**config.mk**
```make
export PLATFORM = sky130hd
export DESIGN_NAME = sp_sqrt_seq_flat
export DESIGN_NICKNAME = d
export VERILOG_FILES = /design/src/rtl/sp_sqrt_pkg.sv /design/src/rtl/sp_sqrt_seq_if.sv /design/src/rtl/sp_sqrt_step.sv /design/src/rtl/sp_sqrt_seq.sv /design/src/flat_wrapper.sv
export SDC_FILE = /design/constraint.sdc
export NUM_CORES = 1
export LEC_CHECK = 0
export CORE_MARGIN = 2
export CORE_UTILIZATION = 30
export CTS_CLUSTER_DIAMETER = 30
export CTS_CLUSTER_SIZE = 12
export DETAILED_ROUTE_END_ITERATION = 16
export PLACE_DENSITY_LB_ADDON = 0.2
export SKIP_CTS_REPAIR_TIMING = 1
export SYNTH_ARGS = -nofsm -noshare
export SYNTH_HDL_FRONTEND = slang
export SYNTH_SLANG_ARGS = --single-unit
```
**constraint.sdc**
```tcl
create_clock -name clk -period 2.54 [get_ports clk]
set_input_delay 0.762 -clock clk [delete_from_list [all_inputs] [get_ports clk]]
set_output_delay 0.762 -clock clk [all_outputs]
set_load 0.01 [all_outputs]
```
**src/rtl/sp_sqrt_pkg.sv**
```systemverilog
// Shared types, constants and special-operand decoding for the sequential
// single-precision square-root unit.
package sp_sqrt_pkg;

    typedef enum logic [1:0] {
        S_IDLE  = 2'd0,
        S_ITER  = 2'd1,
        S_ROUND = 2'd2,
        S_DONE  = 2'd3
    } state_t;

    localparam logic [31:0] QNAN     = 32'h7FC0_0000;
    localparam logic [31:0] PINF     = 32'h7F80_0000;
    localparam int          EXP_BIAS = 127;

    localparam int ROOT_W = 25;
    localparam int RAD_W  = 50;
    localparam int REM_W  = 27;

    // Returns {invalid, result}; only meaningful when the operand is special
    // (negative, zero/subnormal, infinity or NaN).
    function automatic logic [32:0] special_result(input logic [31:0] x);
        logic [7:0]  e;
        logic [22:0] f;
        e = x[30:23];
        f = x[22:0];
        if (e == 8'hFF && f != 23'd0) return {~f[22], QNAN};
        if (e == 8'h00)               return {1'b0, x[31], 31'd0};
        if (x[31])                    return {1'b1, QNAN};
        return {1'b0, PINF};
    endfunction

endpackage

```
**src/rtl/sp_sqrt_seq_if.sv**
```systemverilog
// Operand/result handshake bundle. A transfer happens on a clock edge where
// valid and ready are both high; the producer holds data stable until then.
interface sp_sqrt_seq_if;
    logic        in_valid;
    logic        in_ready;
    logic [31:0] in_x;
    logic        out_valid;
    logic        out_ready;
    logic [31:0] out_y;
    logic        out_invalid;
    logic        out_inexact;

    modport master (
        output in_valid, in_x, out_ready,
        input  in_ready, out_valid, out_y, out_invalid, out_inexact
    );

    modport slave (
        input  in_valid, in_x, out_ready,
        output in_ready, out_valid, out_y, out_invalid, out_inexact
    );
endinterface

```
**src/rtl/sp_sqrt_step.sv**
```systemverilog
// One restoring square-root step: brings down two radicand bits and
// resolves one root bit.
module sp_sqrt_step
    import sp_sqrt_pkg::*;
(
    input  logic [REM_W-1:0]  rem_i,
    input  logic [ROOT_W-1:0] root_i,
    input  logic [1:0]        bits_i,
    output logic [REM_W-1:0]  rem_o,
    output logic [ROOT_W-1:0] root_o
);
    logic              take;
    logic [REM_W-1:0]  trial;

    // The full-width compare decides the sign; the difference itself always
    // fits in REM_W bits when it is kept, so it is formed modulo 2^REM_W.
    assign take  = ({rem_i, bits_i} >= {2'b00, root_i, 2'b01});
    assign trial = {rem_i[REM_W-3:0], bits_i} - {root_i, 2'b01};

    always_comb begin
        rem_o  = {rem_i[REM_W-3:0], bits_i};
        root_o = {root_i[ROOT_W-2:0], 1'b0};
        if (take) begin
            rem_o  = trial;
            root_o = {root_i[ROOT_W-2:0], 1'b1};
        end
    end
endmodule

```
**src/rtl/sp_sqrt_seq.sv**
```systemverilog
// Multi-cycle IEEE single sqrt: IDLE -> ITER (N cycles) -> ROUND -> DONE,
// with special operands going straight from IDLE to DONE.
module sp_sqrt_seq
    import sp_sqrt_pkg::*;
#(
    parameter int ITER_PER_CYC = 1
)
(
    input  logic         clk,
    input  logic         rst_n,
    sp_sqrt_seq_if.slave bus,
    output state_t       dbg_state_o
);
    localparam int         N        = ROOT_W / ITER_PER_CYC;
    localparam logic [4:0] CNT_LAST = 5'(N - 1);

    state_t            state_q, state_d;
    logic [4:0]        cnt_q, cnt_d;
    logic [RAD_W-1:0]  rad_q, rad_d;
    logic [REM_W-1:0]  rem_q, rem_d;
    logic [ROOT_W-1:0] root_q, root_d;
    logic [7:0]        exp_q, exp_d;
    logic [31:0]       y_q, y_d;
    logic              inv_q, inv_d;
    logic              inx_q, inx_d;

    logic [REM_W-1:0]  rem_c  [ITER_PER_CYC+1];
    logic [ROOT_W-1:0] root_c [ITER_PER_CYC+1];

    logic              special;
    logic              sticky;
    logic              round_up;
    logic [23:0]       sig_rnd;

    assign rem_c[0]  = rem_q;
    assign root_c[0] = root_q;

    for (genvar i = 0; i < ITER_PER_CYC; i++) begin : g_step
        sp_sqrt_step u_step (
            .rem_i  (rem_c[i]),
            .root_i (root_c[i]),
            .bits_i (rad_q[RAD_W-1-2*i -: 2]),
            .rem_o  (rem_c[i+1]),
            .root_o (root_c[i+1])
        );
    end

    assign special  = bus.in_x[31] || (bus.in_x[30:23] == 8'h00) || (bus.in_x[30:23] == 8'hFF);
    assign sticky   = |rem_q;
    assign round_up = root_q[0] & (root_q[1] | sticky);
    assign sig_rnd  = root_q[ROOT_W-1:1] + {23'd0, round_up};

    always_comb begin
        state_d = state_q;
        cnt_d   = cnt_q;
        rad_d   = rad_q;
        rem_d   = rem_q;
        root_d  = root_q;
        exp_d   = exp_q;
        y_d     = y_q;
        inv_d   = inv_q;
        inx_d   = inx_q;
        case (state_q)
            S_IDLE: begin
                if (bus.in_valid) begin
                    if (special) begin
                        {inv_d, y_d} = special_result(bus.in_x);
                        inx_d        = 1'b0;
                        state_d      = S_DONE;
                    end else begin
                        // Odd biased exponent means an even true exponent.
                        rad_d   = bus.in_x[23] ? {2'b01, bus.in_x[22:0], 25'd0}
                                               : {1'b1, bus.in_x[22:0], 26'd0};
                        rem_d   = '0;
                        root_d  = '0;
                        cnt_d   = CNT_LAST;
                        exp_d   = 8'(({1'b0, bus.in_x[30:23]} + 9'(EXP_BIAS)) >> 1);
                        state_d = S_ITER;
                    end
                end
            end
            S_ITER: begin
                rem_d  = rem_c[ITER_PER_CYC];
                root_d = root_c[ITER_PER_CYC];
                rad_d  = rad_q << (2 * ITER_PER_CYC);
                cnt_d  = cnt_q - 5'd1;
                if (cnt_q == 5'd0) begin
                    cnt_d   = 5'd0;
                    state_d = S_ROUND;
                end
            end
            S_ROUND: begin
                // root_q[24] is always set, so a clear sig_rnd[23] can only
                // mean the rounding increment carried out of the significand.
                y_d     = {1'b0, exp_q + {7'd0, ~sig_rnd[23]}, sig_rnd[22:0]};
                inv_d   = 1'b0;
                inx_d   = root_q[0] | sticky;
                state_d = S_DONE;
            end
            S_DONE: begin
                if (bus.out_ready) state_d = S_IDLE;
            end
            default: state_d = S_IDLE;
        endcase
    end

    always_ff @(posedge clk or negedge rst_n) begin
        if (!rst_n) begin
            state_q <= S_IDLE;
            cnt_q   <= '0;
            rad_q   <= '0;
            rem_q   <= '0;
            root_q  <= '0;
            exp_q   <= '0;
            y_q     <= '0;
            inv_q   <= 1'b0;
            inx_q   <= 1'b0;
        end else begin
            state_q <= state_d;
            cnt_q   <= cnt_d;
            rad_q   <= rad_d;
            rem_q   <= rem_d;
            root_q  <= root_d;
            exp_q   <= exp_d;
            y_q     <= y_d;
            inv_q   <= inv_d;
            inx_q   <= inx_d;
        end
    end

    assign bus.in_ready    = (state_q == S_IDLE);
    assign bus.out_valid   = (state_q == S_DONE);
    assign bus.out_y       = y_q;
    assign bus.out_invalid = inv_q;
    assign bus.out_inexact = inx_q;
    assign dbg_state_o     = state_q;

endmodule
```
**src/flat_wrapper.sv**
```systemverilog
// flat-port wrapper written by rule: the top's interface ports become plain ports
module sp_sqrt_seq_flat import sp_sqrt_pkg::*;
#(
    parameter int ITER_PER_CYC = 1
)
  (clk, rst_n, dbg_state_o, bus_in_valid, bus_in_x, bus_out_ready, bus_in_ready, bus_out_valid, bus_out_y, bus_out_invalid, bus_out_inexact);
  sp_sqrt_seq_if bus_i ();
  input  logic clk;
  input  logic rst_n;
  output state_t dbg_state_o;
  input wire logic [$bits(bus_i.in_valid)-1:0] bus_in_valid;
  input wire logic [$bits(bus_i.in_x)-1:0] bus_in_x;
  input wire logic [$bits(bus_i.out_ready)-1:0] bus_out_ready;
  output wire logic [$bits(bus_i.in_ready)-1:0] bus_in_ready;
  output wire logic [$bits(bus_i.out_valid)-1:0] bus_out_valid;
  output wire logic [$bits(bus_i.out_y)-1:0] bus_out_y;
  output wire logic [$bits(bus_i.out_invalid)-1:0] bus_out_invalid;
  output wire logic [$bits(bus_i.out_inexact)-1:0] bus_out_inexact;
  assign bus_i.in_valid = bus_in_valid;
  assign bus_i.in_x = bus_in_x;
  assign bus_i.out_ready = bus_out_ready;
  assign bus_in_ready = bus_i.in_ready;
  assign bus_out_valid = bus_i.out_valid;
  assign bus_out_y = bus_i.out_y;
  assign bus_out_invalid = bus_i.out_invalid;
  assign bus_out_inexact = bus_i.out_inexact;
  sp_sqrt_seq #(.ITER_PER_CYC(ITER_PER_CYC)) u_core (.clk(clk), .rst_n(rst_n), .bus(bus_i), .dbg_state_o(dbg_state_o));
endmodule
```
# After elaboration in Yosys (flattened, before gate mapping)

Cells that the tools add are included.

Add/sub/neg operators: 5
$lt $le $gt $ge: 1
Equality and inequality tests: 9
Mux-type cells: 51
Bitwise logic cells: 6
Reduce and logical (&&, ||, !) cells: 14

Operator list:

| operator            | count |
|---|---|
| $mux 33             | 6 |
| $mux 50             | 3 |
| $pmux 50 s2         | 1 |
| $mux 27             | 3 |
| $mux 32             | 2 |
| $pmux 32 s2         | 1 |
| $pmux 27 s2         | 1 |
| $mux 25             | 2 |
| $pmux 25 s2         | 1 |
| $ge 29x27->1        | 1 |
| $reduce_or 27->1    | 1 |
| $sub 27x27->27      | 1 |
| $add 24x1->24       | 1 |
| $reduce_bool 23->1  | 1 |
| $mux 1              | 20 |
| $mux 5              | 3 |
| $reduce_and 3->1    | 4 |
| $pmux 5 s2          | 1 |
| $add 8x7->9 const B | 1 |
| $add 8x1->8         | 1 |
| $eq 8x8->1 const B  | 1 |
| $logic_not 8->1     | 1 |
| $mux 2              | 4 |
| $pmux 2 s4          | 1 |
| 14 further kinds    | 24 |

Flip-flop bits (word level): 151
Bits of input ports: 36
Output and inout bits: 38
Logic and storage cells: 95

# Depth between registers and ports, before layout

Depth in word-level cells: 21
Depth in mapped cells: 13
Mapped depth without buffers: 12

# Cells and area by module

From an unflattened synthesis, not the netlist that was laid out.

Cells, all modules: 993
Area, all modules: 8504.4 um2

Modules (own cells, without submodules):

| module       | instances | cells each | area an instance (um2) | seq. area each (um2) |
|---|---|---|---|---|
| sp_sqrt_seq  | 1         | 697        | 6264.8                 | 3153.0 |
| sp_sqrt_step | 1         | 296        | 2239.6                 | 0.0 |

# Least setup slack after synthesis

No wires, ideal clock.

Path type: input-to-reg
From: input port bus_in_x[23]
To: register u_core.rad_q[29]
Setup time: 0.120 ns
Arrival time: 3.264 ns
Data required time: 2.420 ns
Setup slack: -0.844 ns
Stages: 13
Path buffers: 5
Cells stage by stage: clkbuf_1 -> clkbuf_1 -> inv_1 -> ha_1 -> and4bb_4 -> or3_4 -> buf_6 -> nand2_2 -> nand2_1 -> buf_4 -> buf_4 -> nor2_1 -> nor2_1

Cells in the longest elaborated chain, start to end: 5
Elaborated cells between the ends (all ways): 10
Classes of those cells: eq/ne: 2; mux: 4; reduce/logical: 4

Ends and longest elaborated chain:

| item                              | line               | source |
|---|---|---|
| from (decl)                       | flat_wrapper.sv:12 | `input wire logic [$bits(bus_i.in_x)-1:0] bus_in_x;` |
| $logic_not 8->1                   | sp_sqrt_seq.sv:48  | `assign special = bus.in_x[31] \|\| (bus.in_x[30:23] == 8'h00) \|\| (bus.in_x[30:23] == 8'hFF);` |
| $logic_or 1x1->1 (2 in a row)     | sp_sqrt_seq.sv:48  |  |
| $ne 2x2->1 (no source line)       | --                 |  |
| $reduce_and 3->1 (no source line) | --                 |  |
| to (signal assigned)              | sp_sqrt_seq.sv:121 | `rad_q <= rad_d;` |
| to (decl)                         | sp_sqrt_seq.sv:19  | `logic [RAD_W-1:0] rad_q, rad_d;` |

Parallel ways exist; a longest one is shown, timed or not. The select of a mux whose other input is x is not followed.
A chain may end at the register's enable or synchronous reset.

# Worst setup path after layout

From: register u_core.root_q[2]
To: register u_core.rem_q[24]

Cells in the longest elaborated chain, start to end: 3
Elaborated cells between the ends (all ways): 4
Classes of those cells: add/sub: 1; order compare: 1; mux: 2

Ends and longest elaborated chain:

| item                                                  | line                                   | source |
|---|---|---|
| from (decl)                                           | sp_sqrt_seq.sv:21                      | `logic [ROOT_W-1:0] root_q, root_d;` |
| from (signal assigned)                                | sp_sqrt_seq.sv:123                     | `root_q <= root_d;` |
| $sub 27x27->27 / $ge 29x27->1 (equally long branches) | sp_sqrt_step.sv:18, sp_sqrt_step.sv:17 |  |
| $mux 27 (*)                                           | sp_sqrt_step.sv:23                     | `if (take) begin` |
| $pmux 27 s2 (*)                                       | sp_sqrt_seq.sv:63                      | `case (state_q)` |
| to (signal assigned)                                  | sp_sqrt_seq.sv:122                     | `rem_q <= rem_d;` |
| to (decl)                                             | sp_sqrt_seq.sv:20                      | `logic [REM_W-1:0] rem_q, rem_d;` |

Mark *: on every way between the ends. The rest lies on a longest branch, timed or not.

==> results.cfg <==
[grt]
grt_max_degree = 50
grt_first_pass_wirelength_um = 40800
grt_pass1_vias = 7816
grt_usage_pct = 17.8
antenna_found_initial = 0
grt_remaining_overflow = 0

[placement]
dpl.hpwl_um = 19200
gp_congestion = 0.834
dp_slack_ns = -0.530
io_buffers = 73

[critical_path]
critPathMaxStageDelay_ns = 0.42
crit_buf_inv = 3
worstSetupPathType = register to register
cpMaxStageDelayCell = or4_4
end_kind = register
r2r-start = u_core.root_q[2]
critPathTopFamily = compound AO/OA/AOI/OAI gates
cp_cell_sequence = buf_6 -> inv_6 -> ha_4 -> a21o_1 -> or4_4 -> o211ai_1 -> buf_4 -> nand4b_1 -> a2111oi_4 -> nor3b_2 -> o21ai_1
cp-startpoint = u_core.root_q[2]
cp.required_ns = 2.88
startpoint_type = register
endpoint = u_core.rem_q[24]
reg2reg_depth = 11
cp_num_cells = 11
reg2reg_slack_ns = -0.24
worstPathMaxFanout = 4
r2r-end = u_core.rem_q[24]
arrival_ns = 3.12

[cts]
cts.path.max_buffers = 2
htree_levels = 4
clock-sinks = 126
cts_root_buffer = clkbuf_16
cts_tree = done
insertion_delay_ns = 0.42
clkSlewWorstSetupHoldPaths_ns = 0.06
numCtsBuffers = 17

[floorplan]
die_area_mm2 = 0.0287
num_rows = 60
io_pins = 74
dieHeight_um = 169
fp.dieW_um = 169
initial_core_util_pct = 30.5
core_mm2 = 0.0270

[sta]
finalWorstSetupSlack_ns = -0.239
final.period_utilization_pct = 109
finalHoldViolations = 0
max_freq_ghz = 0.360
rsz0062_at_grt = yes
finClkSkew_ns = 0.00945
drv_slew = 0
finalCriticalPeriod_ns = 2.78
tightest_slew_ns = 0.527
worst_hold_slack_ns = 0.307
final-setup-viol-count = 34
relSlewSlack_pct = 64.9

[synthesis]
yosysWarningCount = 0
synth_edf_count = 0
ys_types = 75
dominantRegCellSynth = dfrtp_1
yosys_register_bits = 126
syn-cell-area_mm2 = 0.00822
avgSynthCellArea_um2 = 8.51
synth_nets = 1039
synth-seq-area-share_pct = 38.4
netlist_instances = 965
synth_async_sr_flop_share_pct = 100

[detailed_routing]
ant_nets = 0
firstDrtPassIters = 7
drtIter0Drc = 669
wl_per_cell_um = 16.6
drc = 0
viasPerCell = 5.12
wl_um = 26300
vias = 8132

[cells_and_area]
n_antenna_cell = 0
fillers = 2598
final_util_pct = 45.4
drive_gt1_share_pct = 30.0
nNetsFinal = 1310
seqCellArea_mm2 = 0.00315
syn_to_final_growth_pct = 48.9
multi_input_area_mm2 = 0.00519

[run_status]
status = finished, violations left
violations = setup timing

[power]
power.total_mw = 15.7
p_leak_nw = 5.31
power_density_mw_per_mm2 = 1280
ir_drop_v = 0.000693

[job]
maxCapViolations = 0

[min_path]
hold_class = primary input to asynchronous set/reset pin
## kinds of logic after synthesis
group | synth area share [%]
flip-flops | 38.4
adder cells (fa/ha/maj) | 5.79
XOR/XNOR | 5.54
AND/OR/NAND/NOR | 19.6
AO/OA/AOI/OAI | 22.3
buffers and inverters | 5.44
multiplexers | 2.97
## state kept, by name, summed over array words and instances, names as in the netlist
register and count:
u_core.bus.out_inexact 1, u_core.bus.out_invalid 1, u_core.bus.out_y 32, u_core.cnt_q 5
u_core.dbg_state_o 2, u_core.exp_q 8, u_core.rad_q 25, u_core.rem_q 27
u_core.root_q 25
## per-stage QoR
step                      std cells  area [um2]  setup TNS (ns)
after floorplan                 965        8420           -4.10
after global placement         1540       10900          -47.36
after detailed placement       1540       10900          -48.86
after CTS                      1571       11500          -11.38
after global routing           1589       12200           -8.70
final                          1589       12200           -4.61
## cells in the mapped netlist, drive strengths merged (8+ instances only)
library cell / instances / area share (%)
o31ai: 32 / 2.9
clkbuf: 37 / 1.7
and3: 8 / 0.61
dfrtp: 126 / 38
o211ai: 8 / 0.73
nor2: 69 / 3.2
and2: 8 / 0.61
ha: 38 / 5.8
inv: 46 / 2.1
buf: 23 / 1.6
a31oi: 8 / 0.69
nand4: 15 / 1.2
a221o: 11 / 1.3
nand2: 145 / 6.7
o22ai: 22 / 1.7
a21oi: 31 / 2.1
xnor2: 33 / 3.5
nand3: 16 / 0.97
a211oi: 11 / 1.0
mux2i: 21 / 2.6
xor2: 19 / 2.0
o21ai: 96 / 5.9
nor3: 38 / 2.4
nor4: 16 / 1.3
a21o: 13 / 1.2
## worst min-delay path by stage
stage / from / end / slack (ns) / cells after the start
2_1_floorplan: u_core.root_q[23] / u_core.root_q[23] / 0.45 / 2
6_report: rst_n / u_core.rem_q[9] / 0.31 / 1
4_1_cts: rst_n / u_core.rad_q[25] / 0.33 / 1
5_1_grt: rst_n / u_core.rem_q[9] / 0.33 / 1
3_3_place_gp: u_core.bus.out_y[6] / u_core.bus.out_y[6] / 0.46 / 2
3_5_place_dp: u_core.bus.out_y[29] / u_core.bus.out_y[29] / 0.47 / 1
## cells in the final DEF (no fill, tap or decap), drive strengths merged, types with 33 or more instances in the layout
cell type | synthesis | routed
buf | 23 | 238
nand2 | 145 | 145
dfrtp | 126 | 126
o21ai | 96 | 96
clkdlybuf4s50 | 0 | 69
nor2 | 69 | 69
inv | 46 | 52
nor3 | 38 | 38
ha | 38 | 38
xnor2 | 33 | 33
## power breakdown
group | leakage, nW | internal, mW | total [mW] | switching (mW)
sequential | 1.63 | 2.70 | 3.28 | 0.576
combinational | 3.42 | 4.76 | 10.1 | 5.32
clock | 0.264 | 1.36 | 2.34 | 0.986
total | 5.31 | 8.82 | 15.7 | 6.88
## routing by layer
layer / GRT usage [%] / up-vias / share of wire, %
met5: 0 / - / 0
met4: 4.20 / 0 / 1.1
met3: 2.47 / 15 / 3.0
met2: 29.2 / 140 / 48
met1: 25.0 / 3930 / 48
li1: - / 4047 / -
## cell type report
cell class,instances,area share (%)
inverters,47,1.59
clock buffers,17,3.48
repair buffers,310,22.1
well taps,341,3.49
clock inverters,14,1.10
multi-input cells,734,42.5
flip-flops and latches,126,25.8
Power figures use the tool's default switching activity.
